===== src/rtl/prog_lut.sv =====
// prog_lut: run-time programmable 2^SEL_W x DATA_W lookup table with a
// pipelined valid/ready lookup port and a self-timed bulk-clear sequencer.
module prog_lut #(
    parameter int unsigned SEL_W  = 2,
    parameter int unsigned DATA_W = 8,
    parameter int unsigned PIPE   = 1
) (
    input  logic              clk,
    input  logic              rst,
    input  logic              we,
    input  logic [SEL_W-1:0]  waddr,
    input  logic [DATA_W-1:0] wdata,
    input  logic              clr,
    output logic              busy,
    input  logic              sel_valid,
    output logic              sel_ready,
    input  logic [SEL_W-1:0]  sel,
    output logic [DATA_W-1:0] out,
    output logic              out_valid
);

    localparam int unsigned DEPTH = 1 << SEL_W;

    typedef enum logic [0:0] {
        S_IDLE  = 1'b0,
        S_CLEAR = 1'b1
    } state_t;

    state_t              state_q, state_d;
    logic [SEL_W-1:0]    cnt_q, cnt_d;
    logic [DATA_W-1:0]   mem_q [DEPTH];
    logic                wr_en;
    logic                accept;
    logic [DATA_W-1:0]   rd_data;
    logic                v1_q;
    logic [DATA_W-1:0]   d1_q;

    // State and clear-counter registers.
    always_ff @(posedge clk or posedge rst) begin
        if (rst) begin
            state_q <= S_IDLE;
            cnt_q   <= '0;
        end else begin
            state_q <= state_d;
            cnt_q   <= cnt_d;
        end
    end

    // Next-state logic: clear walks every entry once, then returns to idle.
    always_comb begin
        state_d = state_q;
        cnt_d   = cnt_q;
        case (state_q)
            S_IDLE: begin
                if (clr) begin
                    state_d = S_CLEAR;
                    cnt_d   = '0;
                end
            end
            S_CLEAR: begin
                cnt_d = cnt_q + SEL_W'(1);
                if (cnt_q == SEL_W'(DEPTH - 1)) begin
                    state_d = S_IDLE;
                end
            end
            default: state_d = S_IDLE;
        endcase
    end

    // Output decode: busy while clearing; clr beats a same-cycle write.
    always_comb begin
        busy  = 1'b0;
        wr_en = 1'b0;
        case (state_q)
            S_IDLE:  wr_en = we & ~clr;
            S_CLEAR: busy  = 1'b1;
            default: busy  = 1'b0;
        endcase
    end

    assign sel_ready = ~busy;
    assign accept    = sel_valid & ~busy;

    // Write-first bypass so a same-cycle write to the looked-up index is seen.
    assign rd_data = (wr_en && (waddr == sel)) ? wdata : mem_q[sel];

    // Table storage: flops so reset can clear every entry asynchronously.
    always_ff @(posedge clk or posedge rst) begin
        if (rst) begin
            for (int unsigned i = 0; i < DEPTH; i++) begin
                mem_q[i] <= '0;
            end
        end else if (busy) begin
            mem_q[cnt_q] <= '0;
        end else if (wr_en) begin
            mem_q[waddr] <= wdata;
        end
    end

    // First lookup stage; data only advances on acceptance so out holds.
    always_ff @(posedge clk or posedge rst) begin
        if (rst) begin
            v1_q <= 1'b0;
            d1_q <= '0;
        end else begin
            v1_q <= accept;
            if (accept) begin
                d1_q <= rd_data;
            end
        end
    end

    if (PIPE == 2) begin : g_pipe2
        logic              v2_q;
        logic [DATA_W-1:0] d2_q;

        // Optional second output register for timing relief.
        always_ff @(posedge clk or posedge rst) begin
            if (rst) begin
                v2_q <= 1'b0;
                d2_q <= '0;
            end else begin
                v2_q <= v1_q;
                if (v1_q) begin
                    d2_q <= d1_q;
                end
            end
        end

        assign out       = d2_q;
        assign out_valid = v2_q;
    end else begin : g_pipe1
        assign out       = d1_q;
        assign out_valid = v1_q;
    end

endmodule


===== config.mk =====
export PLATFORM = sky130hd
export DESIGN_NAME = prog_lut
export DESIGN_NICKNAME = d
export VERILOG_FILES = /design/src/rtl/prog_lut.sv
export SDC_FILE = /design/constraint.sdc
export NUM_CORES = 1
export LEC_CHECK = 0
export CAP_MARGIN = 25
export CORE_AREA = 2 2 82 84
export DETAILED_ROUTE_END_ITERATION = 16
export DIE_AREA = 0 0 84 86
export PLACE_DENSITY_LB_ADDON = 0.25
export REMOVE_ABC_BUFFERS = 1
export SETUP_SLACK_MARGIN = 0.02
export SKIP_LAST_GASP = 1
export SLEW_MARGIN = 20
export SYNTH_ARGS = -nofsm -noshare
export SYNTH_HDL_FRONTEND = slang
export SYNTH_SLANG_ARGS = --single-unit
export TNS_END_PERCENT = 50

===== constraint.sdc =====
create_clock -name clk -period 1.7 [get_ports clk]
set_input_delay 0.255 -clock clk [delete_from_list [all_inputs] [get_ports clk]]
set_output_delay 0.255 -clock clk [all_outputs]
set_load 0.02 [all_outputs]

# Word level (Yosys, flattened, before mapping)
# Index checks and enable logic that the tools add are counted.
# W data, S select, Z words.
[word_totals]
regBits = 44
inputBits = 17
out_inout_bits = 11
[classes]
n_addsub = 1
n_lt_le_gt_ge = 5
n_eq_ne = 3
mux = 18
bitwise_logic = 10
n_reduce_logical = 4
[ops]
columns = ["cell", "count"]
rows = [
  ["$mux W32", 2],
  ["$mux W8", 5],
  ["$and A32 B32 Y32", 1],
  ["$bwmux W32", 1],
  ["$demux W8 S2", 2],
  ["$not A32 Y32", 1],
  ["$bmux W8 S2", 1],
  ["$ge A3 B3 Y1 const B", 3],
  ["$not A2 Y3", 3],
  ["$lt A3 B1 Y1 const B", 2],
  ["$mux W1", 4],
  ["$pmux W2 S2", 1],
  ["$logic_and A1 B1 Y1", 3],
  ["$not A1 Y1", 3],
  ["$add A2 B1 Y2 const B", 1],
  ["$and A1 B1 Y1", 2],
  ["$eq A2 B2 Y1", 1],
  ["$eq A2 B2 Y1 const B", 1],
  ["$mux W2", 1],
  ["$ne A2 B2 Y1 const B", 1],
  ["$pmux W1 S2", 1],
  ["$reduce_bool A2 Y1", 1],
]

# Logic depth before layout (Yosys ltp)
[depth]
word_depth = 8
depth_mapped = 6

# Least setup slack after synthesis
# No wires, ideal clock.
[synth_timing]
path_kind = "register to register"
startpoint = "reg state_q"
endpoint = "reg mem_q[10] (netlist name)"
setup_ns = 0.123
arrival_time_ns = 1.532
slack_ns = 0.045
path_stages_with_launch = 6
period_less_slack_ns = 1.655
path_cell_list = "dfrtp_1 -> or3b_1 -> buf_6 -> or3_1 -> buf_6 -> mux2i_1"
[synth_via]
elab_chain_cells = 2
elab_cells_between_ends = 4
classes_between = "3 x mux; 1 x reduce/logical"
[synth_rtl]
columns = ["item", "line", "source"]
rows = [
  ["from (decl)", "29", "state_t state_q, state_d;"],
  ["from (signal assigned)", "44", "state_q <= state_d;"],
  ["$mux W1", "74", "case (state_q)"],
  ["$mux W32 or $reduce_bool A2 Y1 (tied branches)", "--", ""],
  ["to (signal, indexed assignment)", "96", "mem_q[waddr] <= wdata;"],
  ["to (decl)", "31", "logic [DATA_W-1:0] mem_q [DEPTH];"],
]
# Several ways; a longest one is shown, not always the timed one.
# A chain may end at the register's enable or synchronous reset.

# Final worst setup path
# Same ends and word-level chain as after synthesis.

==> reports/summary.txt <==
port buffer count -> 27
die height -> 86 um
distinct cell type count after synthesis -> 28
vias in the first global route -> 1705
Fin. Hold Viols -> 0
DR WL/cell -> 16.7 um
post-synthesis sequential area ratio -> 50.6%
drt first pass iters -> 4
core area -> 6280 sq um
Hold Path Class -> in2async
crit-path max FO -> 8
Crit Path Category -> reg2reg
skew final -> 9.74 ps
crit path DAT -> 1790 ps
Crit path required time -> 1880 ps
antenna viol nets, final -> 0
Setup TNS -> 0 ps
WL final -> 5.18 mm
Nets -> 253
number of flops mapped to enable cells by yosys -> 0
CTS Buf Count -> 5
Synth Register Bits -> 44
# hold bufs at CTS -> 0
DRC -> 0
Leakage -> 1.31 nW
# diodes -> 0
dominant synthesized flop cell -> dfrtp_1
initial antenna violation count -> 0
mean area per synthesized cell -> 11.6 sq um
initial drt markers -> 86
GR Overflow Total -> 0
CP Launch Type -> register
FP Rows -> 29
Horiz. Die Dim -> 84 um
Setup crit end kind -> register
io pins -> 28
Gate Count Post-Synth -> 188
total track usage -> 16.0%
fraction of layout instances using a drive strength above 1 -> 15.9%
mapped cell area -> 2170 sq um
peak supply drop -> 0.000888 V
largest net degree at the start of global routing -> 45
final core area utilization -> 44.2%
Sink Count -> 44
maxcap violations -> 0
period utilisation layout -> 94.5%
DR vias/cell -> 5.11
Power Density -> 1230 nW/um^2
yosys warns -> 0
Max transition margin -> 56.0%
postcts setup bufs -> 0
Post-synth ARST share -> 100%
Final GP Congestion -> 0.793
via count -> 1585
minimum clock period -> 1610 ps
Worst Tran Pin Value -> 655 ps
Clk Latency, worst-skew pair -> 310 ps
H-tree depth -> 2
CTS max path bufs -> 2
Synth area leaders -> dfrtp_1 (51%), mux2i_1 (11%), mux4_2 (8.3%)
Synth area leader -> dfrtp_1
fmax -> 622 MHz
initial core utilization -> 34.6%
Clock Tree Root -> clkbuf_8
P&R area growth vs syn -> 27.6%
Reg clk slew, reported paths -> 90 ps
first-pass GRT wire length -> 8.86 mm
Synth top area share -> 50.6%
Total Die Area -> 7220 sq um
outcome -> finished, final reports clean
unrepaired setup endpoints after global routing -> true
fin. max-slew vios -> 0
Final setup viols -> 0
CTS tree -> built
dpl hpwl -> 3.82 mm
report_power, final:
group / switching [mW] / internal [mW] / leakage, nW
clock network: 0.367 / 0.294 / 0.0424
logic: 0.689 / 0.591 / 0.689
registers: 0.164 / 1.32 / 0.581
total: 1.22 / 2.20 / 1.31
flip-flops by register name (all words and copies together) (netlist names):
name       flops
out_valid      1
state_q        1
out            8
mem_q         32
cnt_q          2
synthesized netlist by cell type (3+ instances only):
cell / number
a22o_1: 9
a31oi_1: 8
buf_2: 3
clkbuf_1: 4
dfrtp_1: 44
ha_1: 4
inv_1: 13
mux2i_1: 24
mux4_2: 8
nand2_1: 28
nand4_1: 8
nor2_1: 9
o31ai_1: 8
cells in the final DEF, fill, tap and decap left out, types with 2 or more instances in the layout:
master | netlist | layout
a22o_1 | 9 | 9
mux2i_1 | 24 | 24
dfrtp_1 | 44 | 44
buf_4 | 0 | 17
inv_1 | 13 | 12
clkdlybuf4s50_1 | 0 | 25
ha_1 | 4 | 4
nand4_1 | 8 | 8
o31ai_1 | 8 | 8
buf_12 | 0 | 4
xor2_1 | 2 | 2
mux4_2 | 8 | 8
a31oi_1 | 8 | 8
nor2_1 | 9 | 9
xnor2_1 | 2 | 2
clkbuf_8 | 0 | 5
clkbuf_1 | 4 | 2
nand2_1 | 28 | 28
routing by layer:
layer  global-route usage [%]  wire, um
met1                     20.3      2420
met2                     26.7      2510
met3                     3.66       136
met4                     6.30       116
met5                        0         0
critical path, stage by stage (launching register included):
cell,delay (ps)
dfrtp_1,430
or3b_1,400
or3_1,330
buf_4,200
mux2i_1,130
layout make-up:
cell class | instances | area (sq um)
Clock inverter | 1 | 8.76
Fill cell | 601 | 3500
Timing Repair Buffer | 48 | 479
Sequential cell | 44 | 1100
Tap cell | 77 | 96.3
Inverter | 13 | 48.8
Multi-Input combinational cell | 120 | 963
Clock buffer | 7 | 76.3
through the flow:
stage	std cells	setup slack, ps	total power [mW]	hold slack (ps)	instance area [sq um]
finish	310	92.7	3.42	277	2770
detailed placement	302	-201	2.81	489	2690
CTS	310	-67.1	3.47	282	2770
global placement	302	-165	2.79	486	2690
global route	310	10.8	3.67	326	2770
floorplan	177	-319	2.18	395	2110
cells by family after synthesis:
| logic type | after synthesis | synth area share, % |
|---|---|---|
| mux | 32 | 19.3 |
| flops | 44 | 50.6 |
| fa+ha+maj | 4 | 2.30 |
| simple gates | 52 | 11.5 |
| buf+inv | 24 | 5.06 |
| xor+xnor | 4 | 1.61 |
| compound gates | 28 | 9.55 |
worst paths after layout:
| path | startpoint | endpoint | slack, ps | depth (start not counted) |
|---|---|---|---|---|
| max in group asynchronous | rst | mem_q[25]$_DFFE_PP0P_ | 1210 | 3 |
| hold reg to reg | mem_q[22]$_DFFE_PP0P_ | mem_q[22]$_DFFE_PP0P_ | 510 | 1 |
| min in group clk | mem_q[22]$_DFFE_PP0P_ | mem_q[22]$_DFFE_PP0P_ | 510 | 1 |
| hold / removal | rst | mem_q[22]$_DFFE_PP0P_ | 280 | 3 |
| setup reg to reg | state_q$_DFF_PP0_ | mem_q[10]$_DFFE_PP0P_ | 90 | 4 |
| setup / recovery | state_q$_DFF_PP0_ | mem_q[10]$_DFFE_PP0P_ | 90 | 4 |
what timing repair did:
| action | in CTS | in global routing |
|---|---|---|
| gates resized for setup | 1 | 1 |
| endpoints found under the setup margin | 2 | 2 |
| gates cloned | 0 | 0 |
Note: power is estimated with default switching activity, not from simulation.
